==> src/rtl/present_pkg.sv <==
// Shared constants, FSM encoding and PRESENT-80 layer functions.
// S-box tables, nibble substitution and bit permutation, forward and inverse.
package present_pkg;

    localparam int ROUNDS = 31;
    localparam int RC_W   = 5;

    typedef enum logic [2:0] {
        IDLE  = 3'd0,
        LOAD  = 3'd1,
        KEY   = 3'd2,
        ROUND = 3'd3,
        FINAL = 3'd4,
        DONE  = 3'd5
    } state_t;

    localparam logic [3:0] SBOX [16] = '{
        4'hC, 4'h5, 4'h6, 4'hB, 4'h9, 4'h0, 4'hA, 4'hD,
        4'h3, 4'hE, 4'hF, 4'h8, 4'h4, 4'h7, 4'h1, 4'h2
    };

    localparam logic [3:0] INV_SBOX [16] = '{
        4'h5, 4'hE, 4'hF, 4'h8, 4'hC, 4'h1, 4'h2, 4'hD,
        4'hB, 4'h4, 4'h6, 4'h3, 4'h0, 4'h7, 4'h9, 4'hA
    };

    function automatic logic [63:0] sbox_layer(input logic [63:0] x);
        logic [63:0] y;
        y = '0;
        for (int i = 0; i < 16; i++) y[4*i +: 4] = SBOX[x[4*i +: 4]];
        return y;
    endfunction

    function automatic logic [63:0] inv_sbox_layer(input logic [63:0] x);
        logic [63:0] y;
        y = '0;
        for (int i = 0; i < 16; i++) y[4*i +: 4] = INV_SBOX[x[4*i +: 4]];
        return y;
    endfunction

    // Bit i moves to (16*i) mod 63; bit 63 stays in place.
    function automatic logic [63:0] p_layer(input logic [63:0] x);
        logic [63:0] y;
        y = '0;
        for (int i = 0; i < 63; i++) y[(16 * i) % 63] = x[i];
        y[63] = x[63];
        return y;
    endfunction

    function automatic logic [63:0] inv_p_layer(input logic [63:0] x);
        logic [63:0] y;
        y = '0;
        for (int i = 0; i < 63; i++) y[i] = x[(16 * i) % 63];
        y[63] = x[63];
        return y;
    endfunction

endpackage

==> src/rtl/present80_iter_core_if.sv <==
// Controller-to-core bus: operands and mode in, result and completion flags out.
interface present80_iter_core_if;

    logic [63:0] block_i;
    logic [79:0] key;
    logic        encdec;
    logic [63:0] block_o;
    logic        end_key_signal;
    logic        end_enc;
    logic        end_dec;

    modport master (
        output block_i, key, encdec,
        input  block_o, end_key_signal, end_enc, end_dec
    );

    modport slave (
        input  block_i, key, encdec,
        output block_o, end_key_signal, end_enc, end_dec
    );

endinterface

==> src/rtl/present_key_update.sv <==
// Combinational PRESENT-80 key register step; dir=0 forward, dir=1 exact inverse.
module present_key_update
    import present_pkg::*;
(
    input  logic [79:0]     key_in,
    input  logic [RC_W-1:0] rc,
    input  logic            dir,
    output logic [79:0]     key_out
);

    logic [79:0] fwd;
    logic [79:0] inv_pre;

    always_comb begin
        fwd            = {key_in[18:0], key_in[79:19]};
        fwd[79:76]     = SBOX[fwd[79:76]];
        fwd[19:15]     = fwd[19:15] ^ rc;

        inv_pre        = key_in;
        inv_pre[19:15] = inv_pre[19:15] ^ rc;
        inv_pre[79:76] = INV_SBOX[inv_pre[79:76]];
    end

    // Right rotation by 61 undoes the forward left rotation by 61.
    assign key_out = dir ? {inv_pre[60:0], inv_pre[79:61]} : fwd;

endmodule

==> src/rtl/present80_iter_core.sv <==
// Iterative PRESENT-80 core: 31 key-schedule steps, then 31 rounds, one per clock.
// state | meaning
// IDLE  | waiting for reset release; latches operands on the first free edge
// LOAD  | first key-schedule step (rc=1)
// KEY   | remaining key-schedule steps up to rc=31
// ROUND | one cipher round per edge, forward or inverse
// FINAL | whitening with the last round key, result flag raised
// DONE  | result held until reset
module present80_iter_core
    import present_pkg::*;
(
    input  logic                 clk,
    input  logic                 rst,
    present80_iter_core_if.slave bus
);

    localparam logic [RC_W-1:0] RC_FIRST = RC_W'(1);
    localparam logic [RC_W-1:0] RC_LAST  = RC_W'(ROUNDS);

    state_t          state;
    state_t          state_nxt;
    logic [RC_W-1:0] rc;
    logic [63:0]     state_reg;
    logic [63:0]     block_o_q;
    logic [79:0]     key_reg;
    logic [79:0]     key_orig;
    logic [79:0]     key_nxt;
    logic [63:0]     rk;
    logic            mode;
    logic            key_dir;
    logic            round_last;
    logic            end_key_q;
    logic            end_enc_q;
    logic            end_dec_q;

    assign rk         = key_reg[79:16];
    assign key_dir    = (state == ROUND) && mode;
    assign round_last = mode ? (rc == RC_FIRST) : (rc == RC_LAST);

    present_key_update u_key_update (
        .key_in  (key_reg),
        .rc      (rc),
        .dir     (key_dir),
        .key_out (key_nxt)
    );

    always_ff @(posedge clk) begin
        if (rst) state <= IDLE;
        else     state <= state_nxt;
    end

    always_comb begin
        state_nxt = state;
        unique case (state)
            IDLE:      state_nxt = LOAD;
            LOAD, KEY: state_nxt = (rc == RC_LAST) ? ROUND : KEY;
            ROUND:     if (round_last) state_nxt = FINAL;
            FINAL:     state_nxt = DONE;
            DONE:      state_nxt = DONE;
            default:   state_nxt = IDLE;
        endcase
    end

    always_ff @(posedge clk) begin
        if (rst) begin
            rc        <= '0;
            state_reg <= '0;
            key_reg   <= '0;
            key_orig  <= '0;
            mode      <= 1'b0;
            block_o_q <= '0;
            end_key_q <= 1'b0;
            end_enc_q <= 1'b0;
            end_dec_q <= 1'b0;
        end else begin
            unique case (state)
                IDLE: begin
                    state_reg <= bus.block_i;
                    key_reg   <= bus.key;
                    key_orig  <= bus.key;
                    mode      <= bus.encdec;
                    rc        <= RC_FIRST;
                end
                LOAD, KEY: begin
                    if (rc == RC_LAST) begin
                        end_key_q <= 1'b1;
                        // Encrypt restarts from K1; decrypt starts its rounds from K32.
                        if (mode) begin
                            key_reg <= key_nxt;
                        end else begin
                            key_reg <= key_orig;
                            rc      <= RC_FIRST;
                        end
                    end else begin
                        key_reg <= key_nxt;
                        rc      <= rc + RC_W'(1);
                    end
                end
                ROUND: begin
                    state_reg <= mode ? inv_sbox_layer(inv_p_layer(state_reg ^ rk))
                                      : p_layer(sbox_layer(state_reg ^ rk));
                    key_reg   <= key_nxt;
                    if (!mode && rc != RC_LAST)      rc <= rc + RC_W'(1);
                    else if (mode && rc != RC_FIRST) rc <= rc - RC_W'(1);
                end
                FINAL: begin
                    block_o_q <= state_reg ^ rk;
                    end_enc_q <= !mode;
                    end_dec_q <= mode;
                end
                default: ;
            endcase
        end
    end

    assign bus.block_o        = block_o_q;
    assign bus.end_key_signal = end_key_q;
    assign bus.end_enc        = end_enc_q;
    assign bus.end_dec        = end_dec_q;

endmodule

==> src/flat_wrapper.sv <==
// flat-port wrapper written by rule: the top's interface ports become plain ports
module present80_iter_core_flat import present_pkg::*;
  (clk, rst, bus_block_i, bus_key, bus_encdec, bus_block_o, bus_end_key_signal, bus_end_enc, bus_end_dec);
  present80_iter_core_if bus_i ();
  input  logic clk;
  input  logic rst;
  input wire logic [$bits(bus_i.block_i)-1:0] bus_block_i;
  input wire logic [$bits(bus_i.key)-1:0] bus_key;
  input wire logic [$bits(bus_i.encdec)-1:0] bus_encdec;
  output wire logic [$bits(bus_i.block_o)-1:0] bus_block_o;
  output wire logic [$bits(bus_i.end_key_signal)-1:0] bus_end_key_signal;
  output wire logic [$bits(bus_i.end_enc)-1:0] bus_end_enc;
  output wire logic [$bits(bus_i.end_dec)-1:0] bus_end_dec;
  assign bus_i.block_i = bus_block_i;
  assign bus_i.key = bus_key;
  assign bus_i.encdec = bus_encdec;
  assign bus_block_o = bus_i.block_o;
  assign bus_end_key_signal = bus_i.end_key_signal;
  assign bus_end_enc = bus_i.end_enc;
  assign bus_end_dec = bus_i.end_dec;
  present80_iter_core u_core (.clk(clk), .rst(rst), .bus(bus_i));
endmodule
==> config.mk <==
export PLATFORM = sky130hd
export DESIGN_NAME = present80_iter_core_flat
export DESIGN_NICKNAME = d
export VERILOG_FILES = /design/src/rtl/present_pkg.sv /design/src/rtl/present80_iter_core_if.sv /design/src/rtl/present_key_update.sv /design/src/rtl/present80_iter_core.sv /design/src/flat_wrapper.sv
export SDC_FILE = /design/constraint.sdc
export NUM_CORES = 1
export LEC_CHECK = 0
export ABC_AREA = 1
export ABC_CLOCK_PERIOD_IN_PS = 4450
export CAP_MARGIN = 5
export CORE_MARGIN = 3
export CORE_UTILIZATION = 40
export DETAILED_ROUTE_END_ITERATION = 8
export SKIP_LAST_GASP = 1
export SLEW_MARGIN = 20
export SYNTH_ARGS = -nofsm -noshare
export SYNTH_HDL_FRONTEND = slang
export SYNTH_SLANG_ARGS = --single-unit
==> constraint.sdc <==
create_clock -name clk -period 4.45 [get_ports clk]
set_input_delay 0.6675 -clock clk [delete_from_list [all_inputs] [get_ports clk]]
set_output_delay 0.6675 -clock clk [all_outputs]
set_load 0.05 [all_outputs]
==> flow_summary.json, run 1 <==
{
  "clock_path_buffers": 3,
  "slew_headroom_pct": 23.4,
  "portBuffers": 213,
  "crit_type": "reg -> reg",
  "area_growth_pct": 18.2,
  "cp.arrival_ns": 3.71,
  "grt_pass1_wl_microns": 137000,
  "ctsHoldBuffers": 0,
  "p_leak_nw": 11.3,
  "ys_ff_latch": 300,
  "final-hold-violation-count": 0,
  "ant_nets": 0,
  "status": "finished, final reports clean",
  "final-setup-viol-count": 0,
  "die_area_sq_um": 56300,
  "wl_microns": 92100,
  "pin_count": 214,
  "antenna_found_initial": 0,
  "wire_per_inst_microns": 21.9,
  "pre_cts_ws_ns": 1.31,
  "ys_seq_area_share_pct": 28.1,
  "cts_resized": 0,
  "fin_total_pwr_mw": 20.0,
  "gp_congestion": 0.971,
  "vias": 23786,
  "fp.dieW_microns": 237,
  "period_share_pct": 71.8,
  "maxCapViolCount": 0,
  "fin_skew_ns": 0.0432,
  "hold_class": "reg -> reg",
  "placed_cells": 4139,
  "cts_setup_buffers": 0,
  "timing.hold.ws_ns": 0.455,
  "drc_errors": 0,
  "grt_overflow": 0,
  "dp_hpwl_microns": 67000,
  "synth_edf_count": 0,
  "grt_usage_pct": 31.6,
  "async_reset_ff_share_pct": 0,
  "layout-drive-gt1-share_pct": 3.44,
  "antennaDiodeCount": 0,
  "critPathLaunchType": "register",
  "period_needed_ns": 3.20,
  "yosys_warnings": 0,
  "syn-instance-count": 3385,
  "rows": 84,
  "drt-pass1-iter-count": 5,
  "start_util_pct": 40.5,
  "synthTopCellsByArea": "dfxtp_1, nand2_1, ha_1",
  "vias_per_cell": 5.65,
  "yosysMostFrequentCell": "nand2_1",
  "grt_max_degree": 131,
  "synth_area_sq_um": 21400,
  "dr.first_iter.drc_count": 2493,
  "htreeDepth": 2,
  "synth_top_area_share_pct": 28.1,
  "cts_buffers": 38,
  "tightest_slew_ns": 1.15,
  "cts_tree": "built",
  "cts.sinks": 300,
  "final_cells": 4207,
  "critPathCaptureType": "register",
  "p_per_area_nw_per_um2": 791,
  "syn_avg_cell_area_sq_um": 6.32,
  "slew_viol_final": 0,
  "fin_nets": 3830,
  "rsz0062_at_grt": "false",
  "synth_fp_nets": 3724,
  "cts_root_buf": "clkbuf_16",
  "fp.dieH_microns": 237,
  "setup_slack_ns": 1.25,
  "path_max_fanout": 30,
  "max-vdd-ir-drop_uv": 483,
  "ys_types": 34,
  "fmaxAchievable_ghz": 0.313,
  "required_ns": 4.97,
  "clk_latency_ns": 0.60,
  "synth_top_area_cell": "dfxtp_1",
  "fin_setup_tns_ns": 0,
  "synthFlopType": "dfxtp_1",
  "clk_pin_slew_worst_paths_ns": 0.06,
  "grt_pass1_vias": 21852,
  "synth_common_cells": "nand2_1, nand3_1, inv_1",
  "core_area_sq_um": 52800
}
[layout by cell type, fill, tap and decap left out, types with 3 or more instances in the layout]
cell,Yosys,final
nand2_2,4,5
clkbuf_8,0,6
nand3b_1,7,7
buf_4,3,29
clkinv_2,0,11
buf_12,0,5
a21oi_1,162,162
o211ai_1,90,90
or2_2,7,7
dfxtp_1,300,299
o21ai_0,279,279
clkbuf_16,0,38
xnor2_1,14,14
a31oi_1,74,74
nor3_1,7,7
a211oi_1,65,65
bufinv_16,0,3
ha_1,192,192
clkdlybuf4s50_1,0,212
nand3_1,369,369
nand2_1,1016,1014
xor2_1,13,13
nor2_1,253,252
a22o_1,4,4
inv_1,329,327
inv_2,5,5
clkbuf_1,127,7
nor2_4,1,3
[report_power, final]
| part | internal, mW | total, mW | switching (mW) |
|---|---|---|---|
| registers | 3.53 | 4.56 | 1.03 |
| logic | 3.49 | 12.2 | 8.69 |
| clock network | 1.87 | 3.25 | 1.38 |
| total | 8.90 | 20.0 | 11.1 |
[logic make-up after synthesis]
logic type | count (synthesis) | share of synthesized area (%)
compound gates | 684 | 18.4
simple gates | 1666 | 31.8
fa+ha+maj | 192 | 11.2
flops | 300 | 28.1
xor+xnor | 27 | 1.11
buf+inv | 516 | 9.38
[final timing paths]
kind	cells after the start	slack, ns	endpoint	startpoint
setup / recovery	10	1.25	u_core.key_reg[12]	u_core.rc[0]
hold / removal	2	0.45	u_core.key_orig[17]	u_core.key_orig[17]
setup reg to reg	10	1.25	u_core.key_reg[12]	u_core.rc[0]
hold reg to reg	2	0.45	u_core.key_orig[17]	u_core.key_orig[17]
[area by class of cell]
type | count | area, sq um
clock buffers | 51 | 1060
clock inverters | 17 | 231
fillers | 5467 | 27500
inverters | 336 | 1270
multi-input cells | 2569 | 13400
flip-flops and latches | 300 | 6010
well taps | 688 | 861
repair buffers | 246 | 2440
[stage by stage]
stage | area [sq um] | util, %
after floorplan | 21400 | -
after global placement | 24000 | 45.4
after detailed placement | 24000 | 45.4
after CTS | 25300 | 47.9
after global routing | 25300 | 47.9
final | 25300 | 47.9
[critical path, stage by stage, from the launching register on]
cell	delay [ns]
dfxtp_1	0.40
ha_1	0.27
nand2_1	0.07
nor2_1	0.05
ha_1	0.24
nand2_1	0.34
inv_2	0.10
o21ai_4	0.81
buf_4	0.43
o211ai_1	0.18
a31oi_1	0.18
[routing by layer]
metal	track usage, %	up-vias	share of wire, %	wire length, microns
met5	0	-	0	0
met4	15.9	0	5.6	5130
met3	5.21	208	8.3	7650
met2	48.8	1110	43	39800
met1	42.9	11147	43	39500
li1	-	11321	-	-
Note: power is estimated with default switching activity, not from simulation.
==> run 2, diff against run 1 <==
--- a/config.mk
+++ b/config.mk
@@ -6,7 +6,7 @@
 export NUM_CORES = 1
 export LEC_CHECK = 0
 export ABC_AREA = 1
-export ABC_CLOCK_PERIOD_IN_PS = 4450
+export ABC_CLOCK_PERIOD_IN_PS = 3300
 export CAP_MARGIN = 5
 export CORE_MARGIN = 3
 export CORE_UTILIZATION = 40
==> constraint.sdc (replaced) <==
create_clock -name clk -period 3.3 [get_ports clk]
set_input_delay 0.495 -clock clk [delete_from_list [all_inputs] [get_ports clk]]
set_output_delay 0.495 -clock clk [all_outputs]
set_load 0.05 [all_outputs]
==> flow_summary.json, run 2 (same netlist as run 1, synthesis figures left out) <==
{
  "final_common_cell": "nand2_1",
  "antenna_found_initial": 1,
  "clk_latency_ns": 0.58,
  "gp_congestion": 0.987,
  "wire_per_inst_microns": 22.6,
  "cts_setup_buffers": 0,
  "cts_resized": 0,
  "portBuffers": 213,
  "p_per_area_nw_per_um2": 1060,
  "clkPwrFrac_pct": 15.6,
  "htreeDepth": 2,
  "crit_slowest_cell": "inv_2",
  "cp_cell_sequence": "nand2_2 -> inv_1 -> nand2_2 -> nand2_2 -> inv_2 -> nand2_1 -> a21boi_0 -> a21oi_1",
  "pre_cts_ws_ns": 0.576,
  "cellInternalPower_mw": 12.3,
  "dr.first_iter.drc_count": 2514,
  "max-vdd-ir-drop_uv": 450,
  "ctsHoldBuffers": 0,
  "path_max_fanout": 20,
  "final_cell_mix": "nand2_1, nand3_1, inv_1, dfxtp_1, o21ai_0",
  "p_leak_nw": 11.5,
  "ant_nets": 0,
  "max_stage_delay_ns": 0.56,
  "critPathCaptureType": "register",
  "min_from": "rst",
  "final-hold-violation-count": 0,
  "fin_nets": 3876,
  "period_needed_ns": 2.74,
  "pin_count": 214,
  "fp.dieW_microns": 237,
  "dp_hpwl_microns": 70400,
  "cts_tree": "built",
  "timing.hold.ws_ns": 0.416,
  "wl_microns": 95800,
  "setup_slack_ns": 0.565,
  "rows": 84,
  "grt_max_degree": 103,
  "fillCellCount": 5414,
  "required_ns": 3.73,
  "fin_skew_ns": 0.0210,
  "area_growth_pct": 19.6,
  "die_area_sq_um": 56300,
  "layout-drive-gt1-share_pct": 4.55,
  "grt_overflow": 0,
  "maxCapViolCount": 0,
  "pwr-share-seq_pct": 22.3,
  "cp.arrival_ns": 3.17,
  "drt-pass1-iter-count": 8,
  "antennaDiodeCount": 0,
  "final-setup-viol-count": 0,
  "fp.dieH_microns": 237,
  "clk_pin_slew_worst_paths_ns": 0.07,
  "r2r-start": "u_core.state[0]",
  "vias_per_cell": 5.64,
  "cts.sinks": 300,
  "cts_buffers": 37,
  "crit_type": "reg -> reg",
  "fin_setup_tns_ns": 0,
  "vias": 23952,
  "critPathLaunchType": "register",
  "status": "finished, final reports clean",
  "core_area_sq_um": 52800,
  "hold_class": "in -> reg",
  "clock_path_buffers": 3,
  "cts_root_buf": "clkbuf_16",
  "start_util_pct": 40.5,
  "grt_pass1_vias": 21815,
  "final_util_pct": 48.5,
  "period_share_pct": 82.9,
  "drc_errors": 0,
  "swShare_pct": 54.9,
  "grt_usage_pct": 32.6,
  "combPwrFrac_pct": 62.1,
  "p_switching_mw": 14.9,
  "slew_headroom_pct": 32.5,
  "slew_viol_final": 0,
  "rsz0062_at_grt": "false",
  "tightest_slew_ns": 1.01,
  "critPathMostFrequentCell": "nand2_2",
  "grt_pass1_wl_microns": 140000,
  "setup.worst_path.start": "u_core.state[0]",
  "fmaxAchievable_ghz": 0.366
}
## run 2: layout make-up
class                      instances  area (sq um)  share of cell area (%)
clock inverter                    15           206                   0.807
sequential                       300          6010                    23.5
timing repair buffer             293          2820                    11.0
clock buffer                      47          1000                    3.93
multi-input combinational       2569         13400                    52.4
inverter                         336          1270                    4.95
tap                              688           861                    3.37
## run 2: final timing paths
| path | to | slack, ns | cells past startpoint |
|---|---|---|---|
| worst min-delay path | u_core.state_reg[45] | 0.42 | 4 |
| worst max-delay path | u_core.state_reg[29] | 0.56 | 8 |
| worst max register to register | u_core.state_reg[29] | 0.56 | 8 |
| worst min register to register | u_core.key_orig[15] | 0.45 | 2 |
## run 2: through the flow
stage               cell area [sq um]  cells  power [mW]
floorplan                       21400   3385        16.5
global placement                24400   4186        22.3
detailed placement              24400   4186        22.5
CTS                             25600   4248        26.8
global route                    25600   4248        29.2
finish                          25600   4248        27.2
## run 2: worst max-delay path, delay by kind of cell, from the launching register on
family,cells,cell delay [ns]
DFF,1,0.37
AOI/OAI and AO/OA,2,0.55
buffers and inverters,2,0.62
and+or+nand+nor,4,1.03
## run 2: layer usage
layer / share of wire, % / routed length [microns] / global-route usage, %
met1: 43 / 41500 / 44.5
met5: 0 / 0 / 0
met2: 43 / 40900 / 49.7
met4: 6.0 / 5740 / 17.6
met3: 8.0 / 7690 / 4.99
## run 2: power groups by stage
stage / clock [mW] / sequential [mW] / combinational (mW)
3_5_place_dp: 0 / 6.04 / 16.5
5_1_grt: 4.40 / 6.12 / 18.7
3_3_place_gp: 0 / 6.01 / 16.3
4_1_cts: 4.30 / 5.98 / 16.6
2_1_floorplan: 0 / 5.80 / 10.7
6_report: 4.25 / 6.05 / 16.9
